===== src/rtl/muldiv_seq.sv =====
// Iterative MULT/MULTU/DIV/DIVU sequencer owning HI/LO.
// 32 shift-add or restoring-divide steps, then one sign-fix cycle.
module muldiv_seq #(
  parameter int XLEN = 32
) (
  input  logic            clk,
  input  logic            rst_n,
  input  logic            start,
  input  logic [1:0]      op,
  input  logic [XLEN-1:0] a,
  input  logic [XLEN-1:0] b,
  input  logic            flush,
  input  logic            hilo_rd,
  input  logic            mthi,
  input  logic            mtlo,
  input  logic [XLEN-1:0] wdata,
  output logic            busy,
  output logic            done,
  output logic            stall,
  output logic [XLEN-1:0] hi,
  output logic [XLEN-1:0] lo
);

  localparam int W = XLEN;

  typedef enum logic [1:0] {
    IDLE = 2'd0,
    CALC = 2'd1,
    FIX  = 2'd2
  } state_t;

  state_t         state_q;
  logic [4:0]     cnt_q;
  logic [2*W-1:0] acc_q;
  logic [W-1:0]   opr_q;
  logic [W-1:0]   a_q;
  logic           is_div_q;
  logic           div0_q;
  logic           neg_q_q;
  logic           neg_r_q;
  logic [W-1:0]   hi_q;
  logic [W-1:0]   lo_q;
  logic           busy_q;
  logic           done_q;

  logic           sgn_op;
  logic           div_op;
  logic [W-1:0]   abs_a;
  logic [W-1:0]   abs_b;

  always_comb begin
    sgn_op = ~op[0];
    div_op = op[1];
    abs_a  = (sgn_op && a[W-1]) ? (~a + 1'b1) : a;
    abs_b  = (sgn_op && b[W-1]) ? (~b + 1'b1) : b;
  end

  logic [W:0]     mul_sum;
  logic [2*W-1:0] mul_nxt;
  logic [W:0]     div_sh;
  logic [W:0]     div_tr;
  logic [2*W-1:0] div_nxt;

  // Multiply keeps the carry of each add in mul_sum before the shift.
  always_comb begin
    mul_sum = {1'b0, acc_q[2*W-1:W]}
            + (acc_q[0] ? {1'b0, opr_q} : '0);
    mul_nxt = {mul_sum, acc_q[W-1:1]};
    div_sh  = acc_q[2*W-1:W-1];
    div_tr  = div_sh - {1'b0, opr_q};
    if (div_tr[W]) begin
      div_nxt = {div_sh[W-1:0], acc_q[W-2:0], 1'b0};
    end else begin
      div_nxt = {div_tr[W-1:0], acc_q[W-2:0], 1'b1};
    end
  end

  logic [2*W-1:0] prod;
  logic [W-1:0]   quot;
  logic [W-1:0]   rem;
  logic [W-1:0]   fix_hi;
  logic [W-1:0]   fix_lo;

  always_comb begin
    prod = neg_q_q ? (~acc_q + 1'b1) : acc_q;
    quot = neg_q_q ? (~acc_q[W-1:0] + 1'b1) : acc_q[W-1:0];
    rem  = neg_r_q ? (~acc_q[2*W-1:W] + 1'b1) : acc_q[2*W-1:W];
    if (div0_q) begin
      fix_hi = a_q;
      fix_lo = '1;
    end else if (is_div_q) begin
      fix_hi = rem;
      fix_lo = quot;
    end else begin
      fix_hi = prod[2*W-1:W];
      fix_lo = prod[W-1:0];
    end
  end

  always_ff @(posedge clk or negedge rst_n) begin
    if (!rst_n) begin
      state_q  <= IDLE;
      cnt_q    <= '0;
      acc_q    <= '0;
      opr_q    <= '0;
      a_q      <= '0;
      is_div_q <= 1'b0;
      div0_q   <= 1'b0;
      neg_q_q  <= 1'b0;
      neg_r_q  <= 1'b0;
      hi_q     <= '0;
      lo_q     <= '0;
      busy_q   <= 1'b0;
      done_q   <= 1'b0;
    end else begin
      done_q <= 1'b0;
      unique case (state_q)
        IDLE: begin
          if (!flush) begin
            if (start) begin
              state_q  <= CALC;
              busy_q   <= 1'b1;
              cnt_q    <= 5'd31;
              a_q      <= a;
              is_div_q <= div_op;
              div0_q   <= div_op && (b == '0);
              neg_q_q  <= sgn_op && (a[W-1] ^ b[W-1]);
              neg_r_q  <= sgn_op && a[W-1];
              // Divide iterates on the dividend; multiply on the multiplier.
              opr_q    <= div_op ? abs_b : abs_a;
              acc_q    <= {{W{1'b0}}, div_op ? abs_a : abs_b};
            end
            if (mthi) hi_q <= wdata;
            if (mtlo) lo_q <= wdata;
          end
        end
        CALC: begin
          if (flush) begin
            state_q <= IDLE;
            busy_q  <= 1'b0;
          end else begin
            acc_q <= is_div_q ? div_nxt : mul_nxt;
            cnt_q <= cnt_q - 5'd1;
            if (cnt_q == 5'd0) state_q <= FIX;
          end
        end
        FIX: begin
          state_q <= IDLE;
          busy_q  <= 1'b0;
          if (!flush) begin
            hi_q   <= fix_hi;
            lo_q   <= fix_lo;
            done_q <= 1'b1;
          end
        end
        default: begin
          state_q <= IDLE;
          busy_q  <= 1'b0;
        end
      endcase
    end
  end

  assign busy  = busy_q;
  assign done  = done_q;
  assign hi    = hi_q;
  assign lo    = lo_q;
  assign stall = busy_q & (start | hilo_rd | mthi | mtlo);

endmodule


===== config.mk =====
export PLATFORM = sky130hd
export DESIGN_NAME = muldiv_seq
export DESIGN_NICKNAME = d
export VERILOG_FILES = /design/src/rtl/muldiv_seq.sv
export SDC_FILE = /design/constraint.sdc
export NUM_CORES = 1
export LEC_CHECK = 0
export ABC_AREA = 1
export CORE_MARGIN = 2
export CORE_UTILIZATION = 30
export CTS_CLUSTER_SIZE = 14
export DETAILED_ROUTE_END_ITERATION = 8
export GPL_TIMING_DRIVEN = 0
export MAX_ROUTING_LAYER = met4
export REMOVE_ABC_BUFFERS = 1
export SLEW_MARGIN = 20
export SYNTH_ARGS = -nofsm -noshare
export SYNTH_HDL_FRONTEND = slang
export SYNTH_SLANG_ARGS = --single-unit

===== constraint.sdc =====
create_clock -name clk -period 5 [get_ports clk]
set_input_delay 1.25 -clock clk [delete_from_list [all_inputs] [get_ports clk]]
set_output_delay 1.25 -clock clk [all_outputs]
set_load 0.05 [all_outputs]

==> out/metrics.json <==
{
  "outcome": "completed",
  "ctsResizeCount": 0,
  "antenna_cells_inserted": 0,
  "tritoncts_num_sinks": 205,
  "crit_start": "mtlo",
  "cts_htree_levels": 1,
  "timing_worst_setup_path_type": "in2out",
  "standard_cell_with_the_maximum_stage_delay_on_the_critical_path": "sky130_fd_sc_hd__clkdlybuf4s50_1",
  "route.detailed.wl_per_inst_um": 20.1,
  "finalCritPeriodShare_pct": 81.0,
  "routed_vias": 22495,
  "grt_first_pass_wirelength_mm": 128,
  "critical_path.most_common_cell": "sky130_fd_sc_hd__clkdlybuf4s50_1",
  "highest_fanout_seen_on_the_critical_path": 2,
  "required_ps": 3750,
  "drc": 0,
  "half_perimeter_wire_length_after_detailed_placement_mm": 69.1,
  "final_hold_viol_count": 0,
  "shortest_period_the_worst_path_allows_ps": 4050,
  "layout-area-overhead-vs-synth_pct": 18.8,
  "routed_via_density": 5.24,
  "number_of_distinct_standard_cells_referenced_by_the_synthesized_netlist": 44,
  "detailedRoute.firstIterationViolations": 2507,
  "number_of_global_route_vias_before_repair": 20481,
  "timing.final.setup_violations": 0,
  "grt_max_degree": 84,
  "ctsHoldBuffers": 0,
  "path_buf_inv": 2,
  "layout_setup_ws_ps": 952,
  "yosys.area_share.adder_pct": 4.69,
  "synthDominantAreaCellType": "sky130_fd_sc_hd__dfrtp_1",
  "die-area_mm2": 0.0671,
  "placementRows": 93,
  "share_of_the_synthesized_area_in_the_top_cell_type_pct": 26.3,
  "reg2reg_from": "state_q[1]",
  "dominant_combinational_cell_family_by_area_after_synthesis": "simple AND/OR/NAND/NOR gates",
  "post_synth.cell_area_avg_um2": 5.89,
  "yosys-top-cells-area": "sky130_fd_sc_hd__dfrtp_1 26%, sky130_fd_sc_hd__nand2_1 18%, sky130_fd_sc_hd__nor2_1 8.5%",
  "grt_setup_unrepaired": "false",
  "timing.max_slew.rel_slack_pct": 20.8,
  "synth_area_mm2": 0.0195,
  "initial_core_util_pct": 30.3,
  "critical-path-top-delay-family": "buffers and inverters",
  "clock_tree_from_tritoncts": "done",
  "post_synth_mux_area_share_pct": 0,
  "max_clock_freq_mhz": 247,
  "arrival_ps": 2800,
  "nets": 3591,
  "antenna_left": 0,
  "route.final.wire_length_mm": 86.2,
  "detailedRoute.firstPassIterationCount": 6,
  "final_max_slew_viol_count": 0,
  "final_common_cell": "sky130_fd_sc_hd__nand2_1",
  "yosys.area_share.simple_pct": 38.3,
  "final_gp_congestion": 0.992,
  "cts_setup_buffers": 0,
  "synthXorXnorAreaFrac_pct": 2.60,
  "timing.max_cap.violations": 0,
  "boundaryPins": 172,
  "dp_slack_ps": 225,
  "drive_gt1_share_pct": 4.31,
  "clk_root_buffer_cell": "sky130_fd_sc_hd__clkbuf_16",
  "synth-compound-area-share_pct": 17.3,
  "synth-seq-area-share_pct": 26.3,
  "rrSetupSlack_ps": 1260,
  "all_layer_gr_usage_pct": 25.8,
  "core_area_mm2": 0.0643,
  "postSynthCellCount": 3316,
  "clkSlewWorstSetupHoldPaths_ps": 60,
  "cp_cell_sequence": "clkdlybuf4s50_1 > nor4_1 > nor2_1 > clkdlybuf4s50_1",
  "finish.utilization_pct": 36.0,
  "fp.dieW_um": 259,
  "timing.hold.worst.start": "a_q[1]",
  "pwr_density_cell_mw_per_mm2": 503,
  "nFillCells": 7124,
  "fin_worst_skew_ps": 45.2,
  "number_of_synthesized_register_bits": 205,
  "most-common-layout-cells": "958 x sky130_fd_sc_hd__nand2_1, 437 x sky130_fd_sc_hd__nor2_1, 416 x sky130_fd_sc_hd__inv_1",
  "worst_hold_path_type": "reg2reg",
  "max-clock-path-buffers": 3,
  "slowest_delay_ps": 700,
  "dieHeight_um": 259,
  "yosys_warnings": 0,
  "port-buffer-count": 171,
  "cts_made_buffers": 27,
  "timing_worst_slew_pin_value_ps": 1190,
  "cp-end-kind": "primary output",
  "remaining_overflow_grt": 0,
  "timing.critical_path.from_type": "input pin",
  "worst_ir_drop_on_vdd_uv": 279,
  "cellLeakagePower_uw": 0.0115,
  "insertion_delay_ps": 600,
  "grt_antenna_before_repair": 0
}
[flip-flops by register name (all words and copies together), names as in the netlist]
register / count
hi: 32
neg_q_q: 1
neg_r_q: 1
a_q: 32
done: 1
state_q: 2
opr_q: 32
cnt_q: 5
lo: 32
is_div_q: 1
div0_q: 1
acc_q: 64
busy: 1
[where the power goes]
| group | internal [uW] | switching, uW |
|---|---|---|
| clock | 1230 | 887 |
| sequential | 2060 | 805 |
| combinational | 2140 | 4560 |
[cells by family after synthesis]
family          after synthesis
simple gates               1807
compound gates              622
xor+xnor                     58
buf+inv                     552
fa+ha+maj                    72
flops                       205
[layer usage]
metal	vias up	share of wire, %	track usage (%)	wire length, um
met5	-	0	-	0
met4	0	3.8	8.54	3250
met3	160	8.6	3.63	7380
met2	991	41	36.4	35200
met1	10448	47	37.4	40400
li1	10896	-	-	-
[synthesized netlist by cell type (all sizes together)]
| library cell | number |
|---|---|
| or2 | 10 |
| clkinv | 6 |
| ha | 70 |
| a21oi | 269 |
| o211ai | 27 |
| o2111ai | 1 |
| inv | 429 |
| nand3b | 19 |
| nand2 | 979 |
| o31ai | 7 |
| a22oi | 11 |
| nand3 | 269 |
| a31o | 3 |
| nand4 | 33 |
| nor2 | 458 |
| o21a | 4 |
| clkbuf | 78 |
| o221ai | 7 |
| a21o | 2 |
| nor3 | 34 |
| or3 | 1 |
| o21ai | 259 |
| a31oi | 12 |
| a21boi | 4 |
| buf | 39 |
| a2111oi | 1 |
| dfrtp | 205 |
| nor4 | 4 |
| fa | 2 |
| o21bai | 15 |
| xnor2 | 9 |
| xor2 | 49 |
[cell type report]
type                       count  area, um2  share of cell area (%)
sequential                   205       5140                    22.2
clock buffer                  30        697                    3.01
clock inverter                20        249                    1.07
multi-input combinational   2559      12300                    53.2
timing repair buffer         186       2060                    8.89
inverter                     435       1640                    7.09
tap                          855       1070                    4.61
[worst register-to-register path, cell delays in order, from the launching register on]
cell,delay (ps)
sky130_fd_sc_hd__dfrtp_1,490
sky130_fd_sc_hd__nor2_1,380
sky130_fd_sc_hd__clkinv_2,820
sky130_fd_sc_hd__nor2_4,630
sky130_fd_sc_hd__a21oi_4,180
sky130_fd_sc_hd__inv_2,670
sky130_fd_sc_hd__nand2_1,150
sky130_fd_sc_hd__a21oi_1,150
sky130_fd_sc_hd__o21ai_0,150
[path summary, 6_finish.rpt]
kind / end / depth (start not counted)
min: a_q[1] / 2
max reg2reg: cnt_q[3] / 8
max in group asynchronous: neg_q_q / 3
min reg2reg: a_q[1] / 2
min in group asynchronous: lo[10] / 1
max: stall / 4
[metrics by stage]
step                      setup TNS, ps  instance area, um2  instances  total power (uW)  hold WS (ps)
after floorplan                       0               19000       3199              7060           448
after global placement         -1776100               21800       4225              9340           466
after detailed placement              0               22200       4240              9400           469
after CTS                             0               23200       4290             11500           484
after global routing                  0               23200       4290             12500           510
final                                 0               23200       4290             11700           489
Note: power is estimated with default switching activity, not from simulation.
